$ cat src/rtl/ksynth_pkg.sv
// Shared types and constants for the synth voice scheduler.
// Provides the scheduler state encoding, default sizes and the voice index width helper.
package ksynth_pkg;

  typedef enum logic {
    IDLE = 1'b0,
    SCAN = 1'b1
  } state_e;

  localparam int DEF_NUM_VOICES = 8;
  localparam int DEF_PHASE_W    = 32;

  // Index width never drops below one bit, even for a single voice.
  function automatic int vidx_w(input int n);
    return (n <= 2) ? 1 : $clog2(n);
  endfunction

endpackage

$ cat src/rtl/voice_regfile.sv
// Per-voice increment, gate and phase storage with one config write port,
// a combinational read of the voice being swept and a phase write-back port.
module voice_regfile
  import ksynth_pkg::*;
#(
  parameter int NUM_VOICES = DEF_NUM_VOICES,
  parameter int PHASE_W    = DEF_PHASE_W,
  parameter int VIDX_W     = vidx_w(DEF_NUM_VOICES)
) (
  input  logic               clk,
  input  logic               clr_n,
  input  logic               wr_en,
  input  logic [VIDX_W-1:0]  wr_voice,
  input  logic [PHASE_W-1:0] wr_inc,
  input  logic               wr_gate,
  input  logic [VIDX_W-1:0]  rd_voice,
  output logic [PHASE_W-1:0] rd_inc,
  output logic               rd_gate,
  output logic [PHASE_W-1:0] rd_phase,
  input  logic               ph_we,
  input  logic [VIDX_W-1:0]  ph_voice,
  input  logic [PHASE_W-1:0] ph_data
);

  logic [PHASE_W-1:0]    inc_q   [NUM_VOICES];
  logic [PHASE_W-1:0]    inc_d   [NUM_VOICES];
  logic [PHASE_W-1:0]    phase_q [NUM_VOICES];
  logic [PHASE_W-1:0]    phase_d [NUM_VOICES];
  logic [NUM_VOICES-1:0] gate_q;
  logic [NUM_VOICES-1:0] gate_d;

  // Out-of-range voice indices match no entry, so such writes change nothing.
  // Phase survives a write only when the voice stays gated (glide).
  always_comb begin
    inc_d   = inc_q;
    gate_d  = gate_q;
    phase_d = phase_q;
    for (int i = 0; i < NUM_VOICES; i++) begin
      if (ph_we && (ph_voice == VIDX_W'(i))) begin
        phase_d[i] = ph_data;
      end
      if (wr_en && (wr_voice == VIDX_W'(i))) begin
        inc_d[i]  = wr_inc;
        gate_d[i] = wr_gate;
        if (!(gate_q[i] && wr_gate)) begin
          phase_d[i] = '0;
        end
      end
    end
  end

  always_comb begin
    rd_inc   = '0;
    rd_gate  = 1'b0;
    rd_phase = '0;
    for (int i = 0; i < NUM_VOICES; i++) begin
      if (rd_voice == VIDX_W'(i)) begin
        rd_inc   = inc_q[i];
        rd_gate  = gate_q[i];
        rd_phase = phase_q[i];
      end
    end
  end

  always_ff @(posedge clk or negedge clr_n) begin
    if (!clr_n) begin
      for (int i = 0; i < NUM_VOICES; i++) begin
        inc_q[i]   <= '0;
        phase_q[i] <= '0;
      end
      gate_q <= '0;
    end else begin
      inc_q   <= inc_d;
      phase_q <= phase_d;
      gate_q  <= gate_d;
    end
  end

endmodule

$ cat src/rtl/voice_scheduler.sv
// Time-multiplexed phase accumulator: each sample tick sweeps every voice in index
// order, one per clock, and streams the updated phases to the wavetable stage.
module voice_scheduler
  import ksynth_pkg::*;
#(
  parameter int  NUM_VOICES = DEF_NUM_VOICES,
  parameter int  PHASE_W    = DEF_PHASE_W,
  localparam int VIDX_W     = vidx_w(NUM_VOICES)
) (
  input  logic               clk,
  input  logic               clr_n,
  input  logic               tick,
  input  logic               cfg_valid,
  output logic               cfg_ready,
  input  logic [VIDX_W-1:0]  cfg_voice,
  input  logic [PHASE_W-1:0] cfg_inc,
  input  logic               cfg_gate,
  input  logic               ovr_clr,
  output logic               out_valid,
  output logic [VIDX_W-1:0]  out_voice,
  output logic [PHASE_W-1:0] out_phase,
  output logic               out_wrap,
  output logic               out_last,
  output logic               busy,
  output logic               overrun
);

  localparam logic [VIDX_W-1:0] LAST_V = VIDX_W'(NUM_VOICES - 1);

  state_e             state_q, state_d;
  logic [VIDX_W-1:0]  v_q, v_d;
  logic               out_valid_q, out_valid_d;
  logic [VIDX_W-1:0]  out_voice_q, out_voice_d;
  logic [PHASE_W-1:0] out_phase_q, out_phase_d;
  logic               out_wrap_q, out_wrap_d;
  logic               out_last_q, out_last_d;
  logic               overrun_q, overrun_d;

  logic [PHASE_W-1:0] rd_inc;
  logic               rd_gate;
  logic [PHASE_W-1:0] rd_phase;
  logic [PHASE_W:0]   sum;
  logic [PHASE_W-1:0] new_phase;
  logic               new_wrap;
  logic               ph_we;
  logic               wr_en;

  assign cfg_ready = (state_q == IDLE);
  assign busy      = (state_q == SCAN);
  assign wr_en     = cfg_valid && cfg_ready;

  voice_regfile #(
    .NUM_VOICES (NUM_VOICES),
    .PHASE_W    (PHASE_W),
    .VIDX_W     (VIDX_W)
  ) u_regfile (
    .clk      (clk),
    .clr_n    (clr_n),
    .wr_en    (wr_en),
    .wr_voice (cfg_voice),
    .wr_inc   (cfg_inc),
    .wr_gate  (cfg_gate),
    .rd_voice (v_q),
    .rd_inc   (rd_inc),
    .rd_gate  (rd_gate),
    .rd_phase (rd_phase),
    .ph_we    (ph_we),
    .ph_voice (v_q),
    .ph_data  (new_phase)
  );

  // A set of the sticky overrun flag takes priority over a coincident clear.
  always_comb begin
    sum       = {1'b0, rd_phase} + {1'b0, rd_inc};
    new_phase = rd_gate ? sum[PHASE_W-1:0] : rd_phase;
    new_wrap  = rd_gate & sum[PHASE_W];

    state_d     = state_q;
    v_d         = v_q;
    ph_we       = 1'b0;
    out_valid_d = 1'b0;
    out_voice_d = out_voice_q;
    out_phase_d = out_phase_q;
    out_wrap_d  = out_wrap_q;
    out_last_d  = out_last_q;
    overrun_d   = ovr_clr ? 1'b0 : overrun_q;

    case (state_q)
      IDLE: begin
        if (tick) begin
          state_d = SCAN;
          v_d     = '0;
        end
      end
      SCAN: begin
        ph_we       = 1'b1;
        out_valid_d = 1'b1;
        out_voice_d = v_q;
        out_phase_d = new_phase;
        out_wrap_d  = new_wrap;
        out_last_d  = (v_q == LAST_V);
        if (tick) begin
          overrun_d = 1'b1;
        end
        if (v_q == LAST_V) begin
          state_d = IDLE;
          v_d     = '0;
        end else begin
          v_d = v_q + 1'b1;
        end
      end
      default: begin
        state_d = IDLE;
        v_d     = '0;
      end
    endcase
  end

  always_ff @(posedge clk or negedge clr_n) begin
    if (!clr_n) begin
      state_q     <= IDLE;
      v_q         <= '0;
      out_valid_q <= 1'b0;
      out_voice_q <= '0;
      out_phase_q <= '0;
      out_wrap_q  <= 1'b0;
      out_last_q  <= 1'b0;
      overrun_q   <= 1'b0;
    end else begin
      state_q     <= state_d;
      v_q         <= v_d;
      out_valid_q <= out_valid_d;
      out_voice_q <= out_voice_d;
      out_phase_q <= out_phase_d;
      out_wrap_q  <= out_wrap_d;
      out_last_q  <= out_last_d;
      overrun_q   <= overrun_d;
    end
  end

  assign out_valid = out_valid_q;
  assign out_voice = out_voice_q;
  assign out_phase = out_phase_q;
  assign out_wrap  = out_wrap_q;
  assign out_last  = out_last_q;
  assign overrun   = overrun_q;

endmodule

$ cat config.mk
export PLATFORM = sky130hd
export DESIGN_NAME = voice_scheduler
export DESIGN_NICKNAME = d
export VERILOG_FILES = /design/src/rtl/ksynth_pkg.sv /design/src/rtl/voice_regfile.sv /design/src/rtl/voice_scheduler.sv
export SDC_FILE = /design/constraint.sdc
export NUM_CORES = 1
export LEC_CHECK = 0
export BUFFER_PORTS_ARGS = -buffer_cell sky130_fd_sc_hd__buf_2
export CORE_ASPECT_RATIO = 1.75
export CORE_MARGIN = 3
export CORE_UTILIZATION = 37
export DETAILED_ROUTE_END_ITERATION = 8
export SLEW_MARGIN = 5
export SYNTH_ARGS = -nofsm -noshare
export SYNTH_HDL_FRONTEND = slang
export SYNTH_SLANG_ARGS = --single-unit
$ cat constraint.sdc
create_clock -name clk -period 7.1 [get_ports clk]
set_input_delay 0.71 -clock clk [delete_from_list [all_inputs] [get_ports clk]]
set_output_delay 0.71 -clock clk [all_outputs]
set_load 0.005 [all_outputs]
# Word-level counts from Yosys, hierarchy flattened

Index checks and enable logic that the tools add are counted.

Add/sub/neg operators: 2
Eq/ne operators: 15
Muxes and demuxes: 59
Bitwise gates (word level): 2
Reductions and logical operators: 27

Operator list:

| kind                                           | number |
|---|---|
| two-way mux 32 bit                             | 41 |
| adder 32 x 32 -> 33 bit                        | 1 |
| logical AND 1 bit                              | 25 |
| == test 3 bit (second input constant)          | 8 |
| two-way mux 1 bit                              | 14 |
| == test 3 x 2 -> 1 bit (second input constant) | 4 |
| == test 3 x 1 -> 1 bit (second input constant) | 2 |
| logical NOT 3 bit                              | 2 |
| two-way mux 3 bit                              | 2 |
| case mux 3 bit (2 select lines)                | 1 |
| adder 3 x 1 -> 3 bit (second input constant)   | 1 |
| != test 2 bit (second input constant)          | 1 |
| case mux 1 bit (2 select lines)                | 1 |
| AND 1 bit                                      | 1 |
| NOT 1 bit                                      | 1 |

Register bits after elaboration: 563
Output and inout bits: 41
Word-level logic and storage cells: 137

# Logic depth before layout (Yosys ltp)

Depth in word-level cells: 14
Mapped depth: 26
Gate-level depth less buffers: 21

# Cells and area by module

A second synthesis with hierarchy kept.

Cell total of the unflattened synthesis: 2687
Area, all modules: 28589.9 um^2

Modules (own cells, without submodules):

| module          | instances | cells an instance | area an instance (um^2) |
|---|---|---|---|
| voice_regfile   | 1         | 2259              | 24697.4 |
| voice_scheduler | 1         | 428               | 3892.5 |

# Least setup slack after synthesis

OpenSTA, ideal clock, no wires.

Path kind: flip-flop to flip-flop
From: register v_q[2]
To: register u_regfile.phase_q[249] (netlist name)
Data arrival time: 5.027 ns
Required time: 6.989 ns
Path slack: 1.962 ns
Cell stages (with the launch flop): 26
Path buffers: 7
Clock period less this slack: 5.138 ns
Cell sequence: dfrtp_1 buf_2 buf_2 inv_1 clkbuf_1 ha_1 buf_2 clkbuf_1 clkbuf_1 clkbuf_1 nand2_1 o311ai_0 o211ai_1 nand3_1 o21ai_0 o21ai_0 ha_1 a21o_1 a21oi_1 o21ba_2 o31a_4 a211oi_2 a211oi_2 or4_1 nand3_2 a2111oi_2

RTL lines:

| element                | line                   | RTL |
|---|---|---|
| from (decl)            | voice_scheduler.sv:31  | `logic [VIDX_W-1:0] v_q, v_d;` |
| from (signal assigned) | voice_scheduler.sv:131 | `v_q <= v_d;` |
| to (signal assigned)   | voice_regfile.sv:74    | `phase_q <= phase_d;` |
| to (decl)              | voice_regfile.sv:27    | `logic [PHASE_W-1:0] phase_q [NUM_VOICES];` |

# Worst setup path in the final report

From: register v_q[0]
To: register out_phase_q[30], in the netlist out_phase[30]

Longest elaborated chain between the ends: 11
Elaborated cells on any way between the ends: 34

RTL lines:

| element                         | line                   | RTL |
|---|---|---|
| logical NOT 3 bit               | voice_regfile.sv:57    | `if (rd_voice == VIDX_W'(i)) begin` |
| two-way mux 32 bit (8 in a row) | voice_regfile.sv:57    |  |
| adder 32 x 32 -> 33 bit         | voice_scheduler.sv:74  | `sum = {1'b0, rd_phase} + {1'b0, rd_inc};` |
| two-way mux 32 bit *            | voice_scheduler.sv:75  | `new_phase = rd_gate ? sum[PHASE_W-1:0] : rd_phase;` |
| to (signal assigned)            | voice_scheduler.sv:134 | `out_phase_q <= out_phase_d;` |
| to (decl)                       | voice_scheduler.sv:34  | `logic [PHASE_W-1:0] out_phase_q, out_phase_d;` |

Every way passes the cells marked *; elsewhere a longest branch is shown, timed or not.
A chain may end at the register's enable or synchronous reset.

==> results by group <==
Status
  – Outcome: finished clean

Route
  – # DRC: 0
  – WL final: 92070 microns
  – Initial DRC count: between 1500 and 2000
  – DRT Pass-1 Iters: 6
  – Vias: between 20000 and 25000
  – Post-DRT Antenna Nets: 0
  – DR WL/cell: 24.82 microns
  – Via-to-Cell Ratio: 5.998

Worst setup path
  – Worst Path Buf+Inv: 2
  – Crit-path max cell delay: approximately 520 ps
  – R2r setup slk: ~900 ps
  – Worst endpoint data arrival time: roughly 6700 ps
  – Crit path max-delay family: compound AO/OA/AOI/OAI gates
  – CP max-delay cell: o21ai_0
  – CP Capture Type: flip-flop
  – Crit-path max FO: 32
  – Cell mode on critical path: o21ai_0
  – Critical Path Source Type: flip-flop
  – Kind of critical path: flip-flop to flip-flop
  – Worst EP required: between 7000 and 8000 ps
  – Crit-path cells: inv_1, ha_2, nor3b_2, buf_4, a221oi_1, o311ai_0, o211ai_1, nand3_1, o21ai_0, o21ai_0, ha_1, o21ai_0, nor4_1, nor2b_1, o31a_1, o22ai_1, xnor2_1, a21oi_2, mux2_2

Clock tree
  – CTS Buffer Depth: 3
  – Clock root buffer: clkbuf_16
  – Hold-fix buffers, CTS: 0
  – Clk sink count: approximately 560
  – CTS tree: built
  – Num CTS Buffers: between 50 and 60
  – H-tree Lvls: 2
  – Post-cts sizing count: 0
  – Clock insertion delay at the later pin of the skew report: between 600 and 700 ps
  – Setup Buffers After CTS: 0
  – Reg clk slew, reported paths: roughly 70 ps

Logic synthesis
  – Synth cell count leaders: dfrtp_1, nor2_1, nand2_1, mux2_2, o21ai_0
  – XOR/XNOR Fraction of Synth Area: less than 1%
  – Cell variety after synth: between 70 and 80
  – Post-synthesis adder-cell area fraction: approximately 1.8%
  – Register area share after synthesis: about half
  – Asr flop ratio synth: between 90% and 100%
  – Post-synth top area share: roughly 50%
  – Ys Warns: 0
  – Post-Synthesis Net Count: between 2000 and 3000
  – Compound-gate portion of the synthesized area: roughly a fifth
  – Count leader, synth: dfrtp_1
  – Main synth FF type: dfrtp_1
  – Cells after Synth: 2757
  – Flops & latches, synth: between 500 and 600
  – Number of synthesized flops with an enable pin: 0
  – Syn_area_per_cell: 10.05 sq um
  – Largest family of logic cells by synthesized area: compound AO/OA/AOI/OAI gates
  – Post-synthesis mux area share: 11.44%
  – Mapped Area: approximately 28000 sq um
  – Simple-gate share of the synthesized area: 11.23%
  – Largest area contributor in the netlist: dfrtp_1
  – Synth top area cells: dfrtp_1, mux2_2, o21ai_0, a21oi_1, nor2_1

GRT
  – Pin count of the biggest net entering global routing: 173
  – Initial antenna violation count: 2
  – Vias in the first global route: approximately 23000
  – First-pass GRT wire length: 140500 microns
  – GRT Util Overall: a little under a quarter
  – Total congestion overflow: 0

Worst hold path
  – Worst Hold Class: input port to async pin

Floorplan
  – Core Area: approximately 74000 sq um
  – Initial core utilization: a little under two fifths
  – Die area: between 70000 and 80000 sq um
  – DIE WIDTH: 212.9 microns
  – Die Y: 368.0 microns
  – Standard-cell rows: 132
  – Io pins: between 80 and 90

Place
  – IO buf count: 81
  – DP HPWL: approximately 59000 microns
  – Routability cong.: 0.9423

Run
  – Maxcap violations: 0

Timing
  – Final setup vio count: 0
  – Final hold violations: 0
  – RSZ-0062 raised after global routing: false
  – Tmin final: 6214 ps
  – Clk_skew: 16.77 ps
  – Fmax: ~160 MHz
  – Final Max Slew Viols: 0
  – Period Utilization, post-route: a little under 90%
  – Worst Tran Pin Value: between 1000 and 1500 ps
  – Setup_tns: 0 ps
  – Slew HR: around 9%

Layout
  – Share of cells above drive strength 1: approximately a fifth
  – Nets: 2808
  – Utilization after layout: a little over two fifths
  – ANT cells: 0
  – Area grow syn2layout: 11.70%
  – # fillers: about 7000
-- flip-flops by register name, summed over array words and instances (netlist names), 3 cells and up --
| signal | flops |
|---|---|
| u_regfile.gate_q | 8 |
| u_regfile.inc_q | 256 |
| out_voice | 3 |
| out_phase | 32 |
| u_regfile.phase_q | 256 |
| v_q | 3 |
-- cell usage in the layout (no fill, tap or decap), drive strengths merged, types with 9 or more instances in the layout --
master     n
nor2b      9
inv       24
a221o      9
clkbuf    74
o311ai    33
and3      12
o21ai    232
a21oi    224
nor2     290
mux2i     14
a2bb2oi   13
o211ai    64
dfrtp    563
buf      143
a21o      22
a311oi    18
o22ai     32
nand3     69
nand3b    20
a211oi   107
ha        38
nand2    287
xnor2     15
mux2     268
clkinv    15
nor3      17
xor2      11
and2      10
a2111oi   15
a221oi    48
-- per-layer routing --
metal	global-route usage [%]	wire length (microns)
met3	2.489	4752
met5	0	27
met1	26.85	34330
met2	41.95	47490
met4	12.18	5473
-- final timing paths --
path	start	to	depth (start not counted)
setup / recovery	v_q[0]	out_phase[30]	19
hold / removal	clr_n	u_regfile.inc_q[98]	1
setup reg to reg	v_q[0]	out_phase[30]	19
hold reg to reg	out_last	out_last	1
max in group asynchronous	clr_n	u_regfile.phase_q[29]	2
min in group clk	ovr_clr	overrun	2
-- layout make-up --
type,count,area (sq um),area share (%)
multi-input combinational,1945,12830,41.46
inverter,22,82.58,0.2668
tap,938,1174,3.791
sequential,563,14090,45.53
timing repair buffer,143,918.4,2.967
clock inverter,24,317.8,1.027
clock buffer,74,1538,4.968
-- stage by stage --
stage / cells / setup WS, ps / area, sq um / hold WS, ps
after floorplan: 2757 / 1962 / 27710 / 394.1
after global placement: 3611 / 1098 / 29100 / 464.8
after detailed placement: 3611 / 1003 / 29100 / 488.3
after CTS: 3709 / 983.9 / 30950 / 216.6
after global routing: 3709 / 556.2 / 30950 / 256.9
final: 3709 / 886.2 / 30950 / 171.4
-- cells by family after synthesis --
logic type	after synthesis
DFF	563
AOI/OAI and AO/OA	861
and+or+nand+nor	737
adders and majority gates	39
xor gates and xnor gates	26
buffers and inverters	249
muxes	282
-- worst reg2reg max path: stages (launching register included) --
cell	delay, ps
dfrtp_1	420
inv_1	150
ha_2	450
nor3b_2	240
buf_4	450
a221oi_1	170
o311ai_0	330
o211ai_1	140
nand3_1	110
o21ai_0	80
o21ai_0	520
ha_1	370
o21ai_0	250
nor4_1	340
nor2b_1	390
o31a_1	410
o22ai_1	200
xnor2_1	450
a21oi_2	280
mux2_2	350
Power is not shown: default switching activity piles up to over one toggle a cycle in this logic, so the estimate is an artifact.
